==> src/rtl/status_drain_packer.sv <==
// status_drain_packer
//   Pulls the oldest bit from the status value vector whenever it reports a
//   valid entry. Bits are packed LSB-first into BEAT_W-bit words and presented
//   on a valid/ready master port through one registered output slot.
//   Saturating counters record how many ones and zeros were pulled.
//   Partial words leave only on a flush request.
//   Optional feature macro: STATUS_DRAIN_TIMEOUT_EN. When it is defined, an
//   accumulator that stays idle for TIMEOUT cycles is flushed automatically.
module status_drain_packer #(
  parameter int BEAT_W  = 8,
  parameter int CNT_W   = 16,
  parameter int TIMEOUT = 15
) (
  input  logic                         clk_i,
  input  logic                         rst_i,
  input  logic                         sv_valid_i,
  input  logic                         sv_value_i,
  output logic                         sv_pull_o,
  input  logic                         flush_i,
  input  logic                         m_ready_i,
  output logic                         m_valid_o,
  output logic [BEAT_W-1:0]            m_data_o,
  output logic [$clog2(BEAT_W+1)-1:0]  m_count_o,
  output logic [CNT_W-1:0]             ones_cnt_o,
  output logic [CNT_W-1:0]             zeros_cnt_o,
  output logic                         busy_o
);

  localparam int                IDX_W    = $clog2(BEAT_W + 1);
  localparam logic [IDX_W-1:0]  IDX_FULL = IDX_W'(BEAT_W);
  localparam logic [IDX_W-1:0]  IDX_ZERO = {IDX_W{1'b0}};
  localparam logic [IDX_W-1:0]  IDX_ONE  = IDX_W'(1);
  localparam logic [CNT_W-1:0]  CNT_MAX  = {CNT_W{1'b1}};
  localparam logic [CNT_W-1:0]  CNT_ONE  = CNT_W'(1);

  // Reject parameter values that the datapath cannot represent.
  if (BEAT_W < 2 || BEAT_W > 32) begin : g_bad_beat_w
    $error("status_drain_packer: BEAT_W must be within 2..32");
  end
  if (CNT_W < 1) begin : g_bad_cnt_w
    $error("status_drain_packer: CNT_W must be at least 1");
  end
  if (TIMEOUT < 1) begin : g_bad_timeout
    $error("status_drain_packer: TIMEOUT must be at least 1");
  end

  typedef enum logic [0:0] {
    ST_RUN   = 1'b0,
    ST_FLUSH = 1'b1
  } state_e;

  state_e              state_r, state_s;
  logic [BEAT_W-1:0]   acc_r, acc_s;
  logic [IDX_W-1:0]    idx_r, idx_s;
  logic [BEAT_W-1:0]   data_r, data_s;
  logic [IDX_W-1:0]    count_r, count_s;
  logic                valid_r, valid_s;
  logic [CNT_W-1:0]    ones_r, ones_s;
  logic [CNT_W-1:0]    zeros_r, zeros_s;
  logic                busy_r;

  logic                slot_free_s;
  logic                full_s;
  logic                xfer_s;
  logic                pull_s;
  logic                flush_req_s;
  logic                timeout_hit_s;
  logic [BEAT_W-1:0]   acc_base_s;
  logic [IDX_W-1:0]    idx_base_s;
  logic [BEAT_W-1:0]   bit_s;

  // Saturating increment for the statistics counters.
  function automatic logic [CNT_W-1:0] sat_inc(input logic [CNT_W-1:0] cnt);
    if (cnt == CNT_MAX) begin
      return cnt;
    end else begin
      return cnt + CNT_ONE;
    end
  endfunction

  // Slot handshake, word transfer and pull decision.
  always_comb begin
    slot_free_s = ~valid_r | m_ready_i;
    full_s      = (idx_r == IDX_FULL);
    xfer_s      = slot_free_s & (full_s | ((state_r == ST_FLUSH) & (idx_r != IDX_ZERO)));
    pull_s      = ~rst_i & sv_valid_i & (state_r == ST_RUN) & (~full_s | xfer_s);
  end

  assign sv_pull_o = pull_s;

`ifdef STATUS_DRAIN_TIMEOUT_EN
  localparam int               TO_W    = $clog2(TIMEOUT + 1);
  localparam logic [TO_W-1:0]  TO_LAST = TO_W'(TIMEOUT - 1);

  logic [TO_W-1:0] idle_r, idle_s;
  logic            idle_cyc_s;

  // Idle tracking: RUN cycles with a non-empty accumulator and no pull.
  always_comb begin
    idle_cyc_s    = (state_r == ST_RUN) & (idx_r != IDX_ZERO) & ~pull_s;
    timeout_hit_s = idle_cyc_s & (idle_r == TO_LAST);
    if (idle_cyc_s && !timeout_hit_s) begin
      idle_s = idle_r + TO_W'(1);
    end else begin
      idle_s = {TO_W{1'b0}};
    end
  end

  // Idle counter register.
  always_ff @(posedge clk_i) begin
    if (rst_i) begin
      idle_r <= {TO_W{1'b0}};
    end else begin
      idle_r <= idle_s;
    end
  end
`else
  assign timeout_hit_s = 1'b0;
`endif

  // Accumulator, output slot and counter next-state values.
  always_comb begin
    bit_s = {{(BEAT_W-1){1'b0}}, sv_value_i};

    // A transfer empties the accumulator; a simultaneous pull restarts at bit 0.
    if (xfer_s) begin
      acc_base_s = {BEAT_W{1'b0}};
      idx_base_s = IDX_ZERO;
    end else begin
      acc_base_s = acc_r;
      idx_base_s = idx_r;
    end

    if (pull_s) begin
      acc_s = acc_base_s | (bit_s << idx_base_s);
      idx_s = idx_base_s + IDX_ONE;
    end else begin
      acc_s = acc_base_s;
      idx_s = idx_base_s;
    end

    if (xfer_s) begin
      data_s  = acc_r;
      count_s = idx_r;
      valid_s = 1'b1;
    end else if (valid_r && m_ready_i) begin
      data_s  = data_r;
      count_s = count_r;
      valid_s = 1'b0;
    end else begin
      data_s  = data_r;
      count_s = count_r;
      valid_s = valid_r;
    end

    if (pull_s && sv_value_i) begin
      ones_s  = sat_inc(ones_r);
      zeros_s = zeros_r;
    end else if (pull_s) begin
      ones_s  = ones_r;
      zeros_s = sat_inc(zeros_r);
    end else begin
      ones_s  = ones_r;
      zeros_s = zeros_r;
    end
  end

  // RUN/FLUSH state machine. A flush only takes effect if bits remain to emit.
  always_comb begin
    flush_req_s = flush_i | timeout_hit_s;
    state_s     = state_r;
    case (state_r)
      ST_RUN: begin
        if (flush_req_s && (idx_s != IDX_ZERO)) begin
          state_s = ST_FLUSH;
        end else begin
          state_s = ST_RUN;
        end
      end
      ST_FLUSH: begin
        if (xfer_s) begin
          state_s = ST_RUN;
        end else begin
          state_s = ST_FLUSH;
        end
      end
      default: begin
        state_s = ST_RUN;
      end
    endcase
  end

  // State register; reset discards all pending bits and statistics.
  always_ff @(posedge clk_i) begin
    if (rst_i) begin
      state_r <= ST_RUN;
      acc_r   <= {BEAT_W{1'b0}};
      idx_r   <= IDX_ZERO;
      data_r  <= {BEAT_W{1'b0}};
      count_r <= IDX_ZERO;
      valid_r <= 1'b0;
      ones_r  <= {CNT_W{1'b0}};
      zeros_r <= {CNT_W{1'b0}};
      busy_r  <= 1'b0;
    end else begin
      state_r <= state_s;
      acc_r   <= acc_s;
      idx_r   <= idx_s;
      data_r  <= data_s;
      count_r <= count_s;
      valid_r <= valid_s;
      ones_r  <= ones_s;
      zeros_r <= zeros_s;
      busy_r  <= valid_s | (idx_s != IDX_ZERO);
    end
  end

  assign m_valid_o   = valid_r;
  assign m_data_o    = data_r;
  assign m_count_o   = count_r;
  assign ones_cnt_o  = ones_r;
  assign zeros_cnt_o = zeros_r;
  assign busy_o      = busy_r;

endmodule
==> config.mk <==
export PLATFORM = sky130hd
export DESIGN_NAME = status_drain_packer
export DESIGN_NICKNAME = d
export VERILOG_FILES = /design/src/rtl/status_drain_packer.sv
export SDC_FILE = /design/constraint.sdc
export NUM_CORES = 1
export LEC_CHECK = 0
export ABC_AREA = 1
export CORE_MARGIN = 3
export CORE_UTILIZATION = 47
export CTS_CLUSTER_SIZE = 40
export DETAILED_ROUTE_END_ITERATION = 10
export HOLD_SLACK_MARGIN = 0.12
export PLACE_DENSITY_LB_ADDON = 0.1
export SYNTH_ARGS = -nofsm -noshare
export SYNTH_HDL_FRONTEND = slang
export SYNTH_SLANG_ARGS = --single-unit
==> constraint.sdc <==
create_clock -name clk_i -period 1.9 [get_ports clk_i]
set_input_delay 0.285 -clock clk_i [delete_from_list [all_inputs] [get_ports clk_i]]
set_output_delay 0.285 -clock clk_i [all_outputs]
set_load 0.02 [all_outputs]
==> flow_metrics.py <==
metrics = {
    "clocking": {
        "cts_tree": "yes",
        "clock_sinks": 59,
        "cts_buffers": 9,
        "cts-root-buf": "clkbuf_8",
        "clockBufferDepth": 2,
        "htree_levels": 3,
        "clkSlewWorstSetupHoldPaths_ns": 0.07,
        "worstSkewPairLatency_ns": 0.34,
    },
    "place": {
        "place.gp.congestion": 0.866,
        "dp_slack_ns": -0.336,
        "dpl.hpwl_um": 5030,
        "port_buffers": 52,
    },
    "logic_synthesis": {
        "synth_compound_area_frac": 0.122,
        "synth_adder_area_share": 0.0130,
        "ys_seq_area_frac": 0.409,
        "ys_top_cells_by_count": "81 x nand2_1, 62 x nor2_1, 59 x dfxtp_1, 41 x inv_1, 28 x a21oi_1",
        "synth.most_common_cell": "nand2_1",
        "syn_avg_cell_area_um2": 7.12,
        "synth_top_area_frac": 0.409,
        "synth_nets": 414,
        "async_flop_share": 0,
        "yosys-top-cells-area": "dfxtp_1 41%, nand2_1 11%, nor2_1 8.1%, inv_1 5.3%, a21oi_1 4.9%",
        "synth_warnings": 0,
        "yosys.area_share.simple": 0.327,
        "synth-edff-count": 0,
        "synth_xor_area_frac": 0.0425,
        "synthCells": 405,
        "synth_ff_type": "dfxtp_1",
        "synth_area_leader_cell": "dfxtp_1",
        "synth.mux.area_fraction": 0,
        "ys_seq_elements": 59,
        "synth.distinct_cells": 33,
        "synth_area_um2": 2890,
        "synth_top_family_by_area": "simple AND/OR/NAND/NOR gates",
    },
    "grt": {
        "grt_pass1_wl_um": 11900,
        "grt_usage": 0.205,
        "grt_overflow_total": 0,
        "grt_pass1_vias": 2748,
        "grt_max_degree": 32,
        "antenna_found_initial": 0,
    },
    "timing": {
        "maxSlewHeadroom": 0.703,
        "fmax_mhz": 536,
        "rsz0062_at_grt": "true",
        "post-route-period-util": 0.982,
        "setup_viol": 0,
        "setup_slack_ns": 0.0337,
        "clock_skew_ns": 0.00706,
        "slew_viol_final": 0,
        "finalHoldViolCount": 0,
        "timing.final.crit_period_ns": 1.87,
        "fin_tns_setup_ns": 0,
        "worst_pin_slew_ns": 0.442,
    },
    "outcome": {
        "status": "finished, final reports clean",
    },
    "critical_path": {
        "critPathKind": "flip-flop to flip-flop",
        "start_kind": "flip-flop",
        "worst-path-stages": 15,
        "cp_data_required_time_ns": 2.12,
        "critPathTopFamily": "simple AND/OR/NAND/NOR gates",
        "slowest_delay_ns": 0.33,
        "crit_chain": "nor2_4 -> nand2_1 -> nand2_1 -> nand2_2 -> nand2_4 -> nand2_4 -> inv_4 -> ha_4 -> or2_4 -> nand2_2 -> nand2_1 -> nor2_1 -> nand2_1 -> nand2_1 -> a21oi_2",
        "arrival_ns": 2.09,
        "r2r-start": "idx_r[0]",
        "cpMostUsedCell": "nand2_1",
        "startpoint": "idx_r[0]",
        "ff2ff_path_depth": 15,
        "rrSetupSlack_ns": 0.03,
        "crit_fanout": 4,
        "crit_path_end_kind": "flip-flop",
        "slowest_stage": "dfxtp_2",
        "crit_buf_inv": 1,
    },
    "die": {
        "die_x_um": 84.4,
        "ios": 53,
        "core-area_um2": 5710,
        "num_rows": 27,
        "dieArea_um2": 7110,
        "dieHeight_um": 84.4,
        "start_util": 0.505,
    },
    "layout": {
        "post-route-util": 0.694,
        "area_growth_pct": 37.3,
        "diodes": 0,
        "drive_gt1_frac": 0.194,
        "fin_nets": 503,
    },
    "power_and_ir_drop": {
        "seq_power_share": 0.462,
        "p_int_mw": 2.04,
        "peakVddDrop_uv": 613,
        "leakagePower_nw": 1.50,
        "sw_frac_of_total": 0.270,
        "power_frac_comb": 0.134,
        "clock_power_share": 0.404,
        "powerDensity_nw_per_um2": 705,
        "switching_power_mw": 0.753,
    },
    "detailed_routing": {
        "final_antenna_net_count": 0,
        "drt_pass1_iterations": 4,
        "vias": 2874,
        "drt_wl_total_um": 7110,
        "drc": 0,
        "avgRoutedWirePerCell_um": 12.5,
        "via_per_inst": 5.03,
        "drtIter0Drc": 153,
    },
    "worst_hold_path": {
        "min_path_type": "flip-flop to flip-flop",
        "holdPathStages": 2,
        "hp-start": "m_data_o[1]",
    },
    "flow_run": {
        "max_cap_viol_count": 0,
    },
}
what timing repair did:
item | 4_1_cts | 5_1_grt
pin swaps | 7 | 13
gates resized for setup | 12 | 12
buffers inserted | 2 | 2
endpoints found under the setup margin | 3 | 6
hold buffers | 0 | 0
cells in the final DEF (no fill, tap or decap), types with 2 or more instances in the layout:
| cell type | n |
|---|---|
| inv_4 | 3 |
| clkbuf_8 | 9 |
| inv_1 | 38 |
| nand4_1 | 6 |
| nand2_1 | 79 |
| nor3_2 | 2 |
| o21ai_0 | 22 |
| clkinv_2 | 3 |
| dfxtp_2 | 5 |
| nor2_4 | 3 |
| nor2_1 | 59 |
| or2_4 | 2 |
| clkdlybuf4s50_1 | 51 |
| a22oi_1 | 8 |
| nand2_2 | 3 |
| nand2_4 | 4 |
| a21oi_2 | 3 |
| clkinvlp_4 | 2 |
| a21oi_1 | 28 |
| dfxtp_1 | 53 |
| nor3_1 | 14 |
| xnor2_1 | 4 |
| inv_2 | 6 |
| xor2_1 | 10 |
| nor2_2 | 5 |
| buf_4 | 38 |
| nand3_1 | 19 |
| nor4_1 | 6 |
| o21ai_1 | 3 |
registers in the layout, summed over array words and instances, names as in the netlist:
signal,flops
state_r,1
zeros_cnt_o,16
busy_o,1
m_count_o,4
m_valid_o,1
acc_r,8
m_data_o,8
idx_r,4
ones_cnt_o,16
area by class of cell:
type	count	area, um2
fillers	478	1750
multi-input cells	287	1500
flip-flops and latches	59	1190
repair buffers	90	801
inverters	47	184
clock buffers	9	124
well taps	72	90.1
clock inverters	7	68.8
worst paths after layout:
kind	to
max reg2reg	state_r
min reg2reg	m_data_o[1]
max	state_r
min	m_data_o[1]
stage by stage:
| step | power, mW | std cells | hold WS [ns] | cell area [um2] |
|---|---|---|---|---|
| CTS | 2.80 | 569 | 0.488 | 3920 |
| finish | 2.79 | 571 | 0.483 | 3960 |
| global placement | 1.65 | 551 | 0.469 | 3690 |
| detailed placement | 1.66 | 551 | 0.473 | 3690 |
| global route | 2.92 | 571 | 0.515 | 3960 |
| floorplan | 1.51 | 405 | 0.467 | 2890 |
per-layer routing:
| layer | global-route usage | wire [um] | vias to the layer above | share of wire |
|---|---|---|---|---|
| li1 | - | - | 1492 | - |
| met3 | 0.0550 | 374 | 9 | 0.053 |
| met1 | 0.248 | 3220 | 1299 | 0.45 |
| met5 | 0 | 0 | - | 0 |
| met2 | 0.352 | 3410 | 74 | 0.48 |
| met4 | 0.0691 | 108 | 0 | 0.015 |
cell families after synthesis:
group / count (synthesis)
AO/OA/AOI/OAI: 64
XOR/XNOR: 14
flip-flops: 59
buffers and inverters: 59
AND/OR/NAND/NOR: 206
adder cells (fa/ha/maj): 3
worst register-to-register path: stages (launching register included):
cell     delay, ns
dfxtp_2       0.33
nor2_4        0.13
nand2_1       0.07
nand2_1       0.07
nand2_2       0.06
nand2_4       0.11
nand2_4       0.07
inv_4         0.07
ha_4          0.19
or2_4         0.22
nand2_2       0.07
nand2_1       0.05
nor2_1        0.09
nand2_1       0.08
nand2_1       0.08
a21oi_2       0.05
power groups by stage:
stage | clock network (mW) | registers [mW] | logic, mW
floorplan | 0 | 1.35 | 0.153
global placement | 0 | 1.32 | 0.337
detailed placement | 0 | 1.32 | 0.342
CTS | 1.15 | 1.29 | 0.358
global route | 1.21 | 1.30 | 0.412
finish | 1.13 | 1.29 | 0.375
No activity file was read; power rests on OpenSTA's default activity.
